**src/rtl/spi_dac_pkg.sv**
```systemverilog
// Shared constants, frame field positions and FSM encoding for the SPI DAC receiver.
// The DAC word is 16 bits, MSB first: channel, BUF, GA, SHDN, 10 data bits, 2 don't-care bits.
package spi_dac_pkg;

  localparam int FRAME_BITS = 16;
  localparam int DATA_BITS  = 10;

  localparam int CH_BIT   = 15;
  localparam int BUF_BIT  = 14;
  localparam int GA_BIT   = 13;
  localparam int SHDN_BIT = 12;
  localparam int DATA_MSB = 11;
  localparam int DATA_LSB = 2;

  // The counter saturates one past a full frame, so over-long frames stay distinguishable.
  localparam int                CNT_W        = 5;
  localparam logic [CNT_W-1:0] BIT_CNT_FULL = CNT_W'(FRAME_BITS);
  localparam logic [CNT_W-1:0] BIT_CNT_MAX  = CNT_W'(FRAME_BITS + 1);

  typedef enum logic [1:0] {
    IDLE  = 2'd0,
    SHIFT = 2'd1,
    CHECK = 2'd2
  } state_e;

  typedef struct packed {
    logic                 buf_en;
    logic                 gain_1x;
    logic                 shdn_n;
    logic [DATA_BITS-1:0] data;
  } dac_cfg_t;

endpackage

```
**src/rtl/spi_dac_rx_if.sv**
```systemverilog
// Pin bundle between an SPI DAC master and the receiver: serial inputs plus decoded outputs.
interface spi_dac_rx_if;
  import spi_dac_pkg::*;

  logic                 dac_sck;
  logic                 dac_sdi;
  logic                 dac_cs;
  logic                 dac_ld;
  logic [DATA_BITS-1:0] data_out;
  logic                 buf_en;
  logic                 gain_1x;
  logic                 shdn_n;
  logic                 data_valid;
  logic                 frame_err;

  modport master (
    output dac_sck, dac_sdi, dac_cs, dac_ld,
    input  data_out, buf_en, gain_1x, shdn_n, data_valid, frame_err
  );

  modport slave (
    input  dac_sck, dac_sdi, dac_cs, dac_ld,
    output data_out, buf_en, gain_1x, shdn_n, data_valid, frame_err
  );

endinterface

```
**src/rtl/spi_dac_rx_sync_edge.sv**
```systemverilog
// Two-flop synchronizer for one asynchronous pin, with single-cycle rise/fall pulses.
// RESET_VAL is the pin's idle level so that leaving reset never looks like an edge.
module sync_edge #(
  parameter logic RESET_VAL = 1'b0
) (
  input  logic clk,
  input  logic reset,
  input  logic din,
  output logic sync,
  output logic rise,
  output logic fall
);

  logic meta_q, meta_d;
  logic sync_q, sync_d;
  logic prev_q, prev_d;

  always_comb begin
    meta_d = din;
    sync_d = meta_q;
    prev_d = sync_q;
  end

  // NOTE: non-blocking assignments let all three stages sample their old inputs on the same edge.
  always_ff @(posedge clk) begin
    if (reset) begin
      meta_q <= RESET_VAL;
      sync_q <= RESET_VAL;
      prev_q <= RESET_VAL;
    end else begin
      meta_q <= meta_d;
      sync_q <= sync_d;
      prev_q <= prev_d;
    end
  end

  assign sync = sync_q;
  assign rise = sync_q & ~prev_q;
  assign fall = ~sync_q & prev_q;

endmodule

```
**src/rtl/spi_dac_rx.sv**
```systemverilog
// SPI DAC slave receiver: frames 16-bit channel-A words into a holding register and
// transfers them to the outputs on a dac_ld strobe.
module spi_dac_rx
  import spi_dac_pkg::*;
(
  input  logic        sysclk,
  input  logic        reset,
  spi_dac_rx_if.slave bus
);

  logic sck_sync, sck_rise, sck_fall;
  logic sdi_sync, sdi_rise, sdi_fall;
  logic cs_sync, cs_rise, cs_fall;
  logic ld_sync, ld_rise, ld_fall;

  sync_edge #(.RESET_VAL(1'b0)) u_sync_sck (
    .clk(sysclk), .reset(reset), .din(bus.dac_sck),
    .sync(sck_sync), .rise(sck_rise), .fall(sck_fall)
  );
  sync_edge #(.RESET_VAL(1'b0)) u_sync_sdi (
    .clk(sysclk), .reset(reset), .din(bus.dac_sdi),
    .sync(sdi_sync), .rise(sdi_rise), .fall(sdi_fall)
  );
  sync_edge #(.RESET_VAL(1'b1)) u_sync_cs (
    .clk(sysclk), .reset(reset), .din(bus.dac_cs),
    .sync(cs_sync), .rise(cs_rise), .fall(cs_fall)
  );
  sync_edge #(.RESET_VAL(1'b1)) u_sync_ld (
    .clk(sysclk), .reset(reset), .din(bus.dac_ld),
    .sync(ld_sync), .rise(ld_rise), .fall(ld_fall)
  );

  logic unused_sync;
  assign unused_sync = &{1'b0, sck_sync, sck_fall, sdi_rise, sdi_fall, ld_sync, ld_rise};

  state_e                state_q, state_d;
  logic [FRAME_BITS-1:0] shift_q, shift_d;
  logic [CNT_W-1:0]      bit_cnt_q, bit_cnt_d;
  dac_cfg_t              hold_q, hold_d;
  logic                  pending_q, pending_d;
  dac_cfg_t              out_q, out_d;
  logic                  data_valid_q, data_valid_d;
  logic                  frame_err_q, frame_err_d;

  always_comb begin
    // NOTE: every _d takes its hold value first, so no branch below can leave one unassigned (no latch).
    state_d      = state_q;
    shift_d      = shift_q;
    bit_cnt_d    = bit_cnt_q;
    hold_d       = hold_q;
    pending_d    = pending_q;
    out_d        = out_q;
    data_valid_d = 1'b0;
    frame_err_d  = 1'b0;

    // A load consumes the holding register as it stood before any CHECK in this same cycle.
    if (ld_fall && pending_q) begin
      out_d        = hold_q;
      data_valid_d = 1'b1;
      pending_d    = 1'b0;
    end

    unique case (state_q)
      IDLE: begin
        if (cs_fall) begin
          state_d   = SHIFT;
          shift_d   = '0;
          bit_cnt_d = '0;
        end
      end
      SHIFT: begin
        if (sck_rise && !cs_sync) begin
          shift_d = {shift_q[FRAME_BITS-2:0], sdi_sync};
          if (bit_cnt_q != BIT_CNT_MAX) begin
            bit_cnt_d = bit_cnt_q + 1'b1;
          end
        end
        if (cs_rise) begin
          state_d = CHECK;
        end
      end
      CHECK: begin
        state_d = IDLE;
        if (bit_cnt_q == BIT_CNT_FULL && !shift_q[CH_BIT]) begin
          hold_d = '{buf_en:  shift_q[BUF_BIT],
                     gain_1x: shift_q[GA_BIT],
                     shdn_n:  shift_q[SHDN_BIT],
                     data:    shift_q[DATA_MSB:DATA_LSB]};
          pending_d = 1'b1;
        end else begin
          frame_err_d = 1'b1;
        end
      end
      default: state_d = IDLE;
    endcase
  end

  always_ff @(posedge sysclk) begin
    if (reset) begin
      state_q      <= IDLE;
      shift_q      <= '0;
      bit_cnt_q    <= '0;
      hold_q       <= '0;
      pending_q    <= 1'b0;
      out_q        <= '0;
      data_valid_q <= 1'b0;
      frame_err_q  <= 1'b0;
    end else begin
      state_q      <= state_d;
      shift_q      <= shift_d;
      bit_cnt_q    <= bit_cnt_d;
      hold_q       <= hold_d;
      pending_q    <= pending_d;
      out_q        <= out_d;
      data_valid_q <= data_valid_d;
      frame_err_q  <= frame_err_d;
    end
  end

  assign bus.data_out   = out_q.data;
  assign bus.buf_en     = out_q.buf_en;
  assign bus.gain_1x    = out_q.gain_1x;
  assign bus.shdn_n     = out_q.shdn_n;
  assign bus.data_valid = data_valid_q;
  assign bus.frame_err  = frame_err_q;

endmodule

```
**src/flat_wrapper.sv**
```systemverilog
// flat-port wrapper written by rule: the top's interface ports become plain ports
module spi_dac_rx_flat import spi_dac_pkg::*;
  (sysclk, reset, bus_dac_sck, bus_dac_sdi, bus_dac_cs, bus_dac_ld, bus_data_out, bus_buf_en, bus_gain_1x, bus_shdn_n, bus_data_valid, bus_frame_err);
  spi_dac_rx_if bus_i ();
  input  logic sysclk;
  input  logic reset;
  input wire logic [$bits(bus_i.dac_sck)-1:0] bus_dac_sck;
  input wire logic [$bits(bus_i.dac_sdi)-1:0] bus_dac_sdi;
  input wire logic [$bits(bus_i.dac_cs)-1:0] bus_dac_cs;
  input wire logic [$bits(bus_i.dac_ld)-1:0] bus_dac_ld;
  output wire logic [$bits(bus_i.data_out)-1:0] bus_data_out;
  output wire logic [$bits(bus_i.buf_en)-1:0] bus_buf_en;
  output wire logic [$bits(bus_i.gain_1x)-1:0] bus_gain_1x;
  output wire logic [$bits(bus_i.shdn_n)-1:0] bus_shdn_n;
  output wire logic [$bits(bus_i.data_valid)-1:0] bus_data_valid;
  output wire logic [$bits(bus_i.frame_err)-1:0] bus_frame_err;
  assign bus_i.dac_sck = bus_dac_sck;
  assign bus_i.dac_sdi = bus_dac_sdi;
  assign bus_i.dac_cs = bus_dac_cs;
  assign bus_i.dac_ld = bus_dac_ld;
  assign bus_data_out = bus_i.data_out;
  assign bus_buf_en = bus_i.buf_en;
  assign bus_gain_1x = bus_i.gain_1x;
  assign bus_shdn_n = bus_i.shdn_n;
  assign bus_data_valid = bus_i.data_valid;
  assign bus_frame_err = bus_i.frame_err;
  spi_dac_rx u_core (.sysclk(sysclk), .reset(reset), .bus(bus_i));
endmodule
```
**config.mk**
```make
export PLATFORM = sky130hd
export DESIGN_NAME = spi_dac_rx_flat
export DESIGN_NICKNAME = d
export VERILOG_FILES = /design/src/rtl/spi_dac_pkg.sv /design/src/rtl/spi_dac_rx_if.sv /design/src/rtl/spi_dac_rx_sync_edge.sv /design/src/rtl/spi_dac_rx.sv /design/src/flat_wrapper.sv
export SDC_FILE = /design/constraint.sdc
export NUM_CORES = 1
export LEC_CHECK = 0
export ABC_AREA = 1
export CORE_AREA = 2 2 69 71
export CTS_CLUSTER_SIZE = 20
export DETAILED_ROUTE_END_ITERATION = 7
export DIE_AREA = 0 0 71 73
export PLACE_DENSITY = 0.76
export SLEW_MARGIN = 20
export SYNTH_ARGS = -nofsm -noshare
export SYNTH_HDL_FRONTEND = slang
export SYNTH_SLANG_ARGS = --single-unit
```
**constraint.sdc**
```tcl
create_clock -name sysclk -period 1.8 [get_ports sysclk]
set_input_delay 0.36 -clock sysclk [delete_from_list [all_inputs] [get_ports sysclk]]
set_output_delay 0.36 -clock sysclk [all_outputs]
set_load 0.005 [all_outputs]
```
==> impl_results.md <==
- First-pass iteration count of the detailed router: 4
- Die width: about 71 µm
- Met2 Usage GRT: roughly 30%
- Die Span Y: ~73 µm
- Worst VDD drop: approximately 0.00049 V
- Post-DP HPWL: about 2800 µm
- Longest Clk Path Bufs: 2
- Cell count after synthesis: ~290
- Hold_buf cts: 0
- ANT cells: 0
- CP max FO: 2
- FF/Latch Area: roughly 1300 µm²
- Root buffer cell: clkbuf_8
- Leakage: around 1.1 nW
- Avg Inst Size Synth: 8.277 µm²
- RSZ-0062 raised after global routing: no
- Post-synth top area share: a little over half
- Reg2reg setup slack: approximately 360 ps
- # rows: 25
- Tightest Hold Check Type: reg2reg
- Most Crowded Layer GR: met2
- Clock sink count: 63
- WP data arrival: around 1200 ps
- Layout cell share with drive strength beyond 1: a little under an eighth
- Initial antenna violation count: 0
- Hold_sp: u_core.u_sync_sck.meta_q
- DRT antenna net count: 0
- Overflow after GRT: 0
- Wire per inst: 11.16 µm
- Slowest CP cell: clkdlybuf4s50_1
- Later-pin clock latency in the skew report: about 320 ps
- Placer Congestion: a little over 0.8
- Nets: between 300 and 400
- Final Critical Period: between 1500 and 2000 ps
- Final worst-path cycle share: approximately 85%
- CP bufs+invs: 1
- # setup viols final: 0
- Crit. End Element: output port
- CP required: 1440 ps
- Number of global-route vias before repair: about 1,700
- Clock tree from TritonCTS: done
- Yosys cell types: 24
- Area of the die: about 5200 µm²
- PD cells: approximately 950 nW/µm²
- Top cells by area, synth: dfxtp_1 (52%), nand3_1 (8.1%), a21oi_1 (6.9%)
- Yosys top cell by area: dfxtp_1
- Clk pin slew, worst setup/hold paths: about 70 ps
- Met3 Use GR: 4.144%
- Synthesized cell area: 2409 µm²
- Area of the multi-input gates: between 900 and 1000 µm²
- Setup Crit Path Kind: reg2out
- Ys Warns: 0
- GRT Total Usage: 17.68%
- Fmax achieved: between 0.6 and 0.7 GHz
- Status: finished clean
- Sequential share of the synthesized area: approximately 52%
- Area Growth Syn to Fin: 17.92%
- Worst R2R Start: u_core.bit_cnt_q[0]
- Net Count, Synth: 300
- Total CTS buffers: 9
- # Post-CTS Setup Buffers: 0
- Fin. Hold Viols: 0
- Startpoint types: register
- M1 GR Usage: approximately a fifth
- DRC viols: 0
- CP delay by family, top: buffers and inverters
- Slew HR: between 70 and 80%
- PortBufs: 20
- Worst Skew: ~6.6 ps
- Worst hold slack: 402.5 ps
- First-pass GRT wire length: 7072 µm
- Critical path startpoint: u_core.bus.data_out[4]
- Core ar.: about 4500 µm²
- Largest net degree at the start of global routing: 32
- Setup_tns: 0 ps
- H-tree levels: 3
- Vias after detailed routing: 1,858
- CP cell instances: clkdlybuf4s50_1
- Max cap viols: 0
- Slowest cell delay on critical path: 500 ps
- Worst-Margin Slew: between 300 and 400 ps
- Vias per cell: a little under 5
- Post-Route WL: ~4200 µm
- Max Slew Vio Count: 0
- Iteration-0 DRC Markers: 120
- PostCTS Resize Cnt: 0
- # fillers: 386
- Starting Density: between 50% and 60%
- I/O Pins: 21
- Yosys reg bits: 63
[routing by layer]
layer / routed length (µm) / part of all wire (%) / up-vias
li1: - / - / 990
met1: 1908 / 46 / 834
met2: 2072 / 50 / 29
met3: 128 / 3.1 / 5
met4: 63 / 1.5 / 0
met5: 0 / 0 / -
[sequential cells by signal, indices dropped and copies added, names as in the netlist, 2 cells and up]
name,cells
u_core.bus.data_out,10
u_core.bit_cnt_q,5
u_core.state_q,2
u_core.shift_q,16
u_core.hold_q,13
[layout by cell type (no fill, tap or decap), types with 2 or more instances in the layout]
| master | count |
|---|---|
| a21oi_1 | 33 |
| buf_4 | 9 |
| clkbuf_1 | 3 |
| clkbuf_8 | 10 |
| clkdlybuf4s50_1 | 20 |
| dfxtp_1 | 63 |
| ha_1 | 3 |
| inv_1 | 33 |
| inv_2 | 2 |
| nand2_1 | 14 |
| nand3_1 | 39 |
| nor2_1 | 44 |
| nor2_4 | 3 |
| o21ai_0 | 27 |
| or2_2 | 4 |
| xor2_1 | 2 |
[worst paths after layout]
check                      endpoint  cells past startpoint
max                 bus_data_out[4]                      1
min          u_core.u_sync_sck.sync                      2
max reg2reg        u_core.hold_q[4]                      7
min reg2reg  u_core.u_sync_sck.sync                      2
[stage by stage]
step	instance area, µm²	utilization (%)	power [mW]	instances	worst slack, ps
floorplan	2409	-	1.520	291	568.3
global placement	2649	58.40	1.545	358	351.5
detailed placement	2649	58.40	1.547	358	321.5
CTS	2840	62.62	2.717	374	243.8
global route	2840	62.62	2.782	374	209.1
finish	2840	62.62	2.692	374	275.4
[power breakdown]
part | internal (mW) | total [mW] | switching [mW]
clock | 0.677 | 1.18 | 0.500
combinational | 0.0364 | 0.0989 | 0.0625
sequential | 1.41 | 1.42 | 0.00803
total | 2.12 | 2.69 | 0.571
[cell families after synthesis]
kind of cell    Yosys count  share of synthesized area [%]
simple gates            111                          23.12
flops                    63                          52.36
compound gates           61                          12.83
buf+inv                  51                          9.402
fa+ha+maj                 3                          1.559
xor+xnor                  2                         0.7274
[cell usage after synthesis]
master / count
nor4_1: 1
nand3_1: 39
nand2_2: 1
dfxtp_1: 63
nor2_1: 44
nand4_4: 1
a21oi_2: 1
buf_2: 1
inv_2: 2
buf_6: 3
xor2_1: 2
clkbuf_1: 9
inv_1: 33
or2_2: 4
nand3_2: 1
nand3_4: 1
nand2_1: 14
nand4_2: 1
nand2_4: 1
o21ai_0: 27
nor2_4: 3
ha_1: 3
buf_4: 3
a21oi_1: 33
[layout make-up]
type / count / share of cell area (%)
clock buffer: 13 / 5.242
clock inverter: 3 / 1.498
inverter: 35 / 4.626
multi-input combinational: 177 / 32.42
sequential: 63 / 44.41
tap: 54 / 2.379
timing repair buffer: 29 / 9.427
Power figures use the tool's default switching activity.
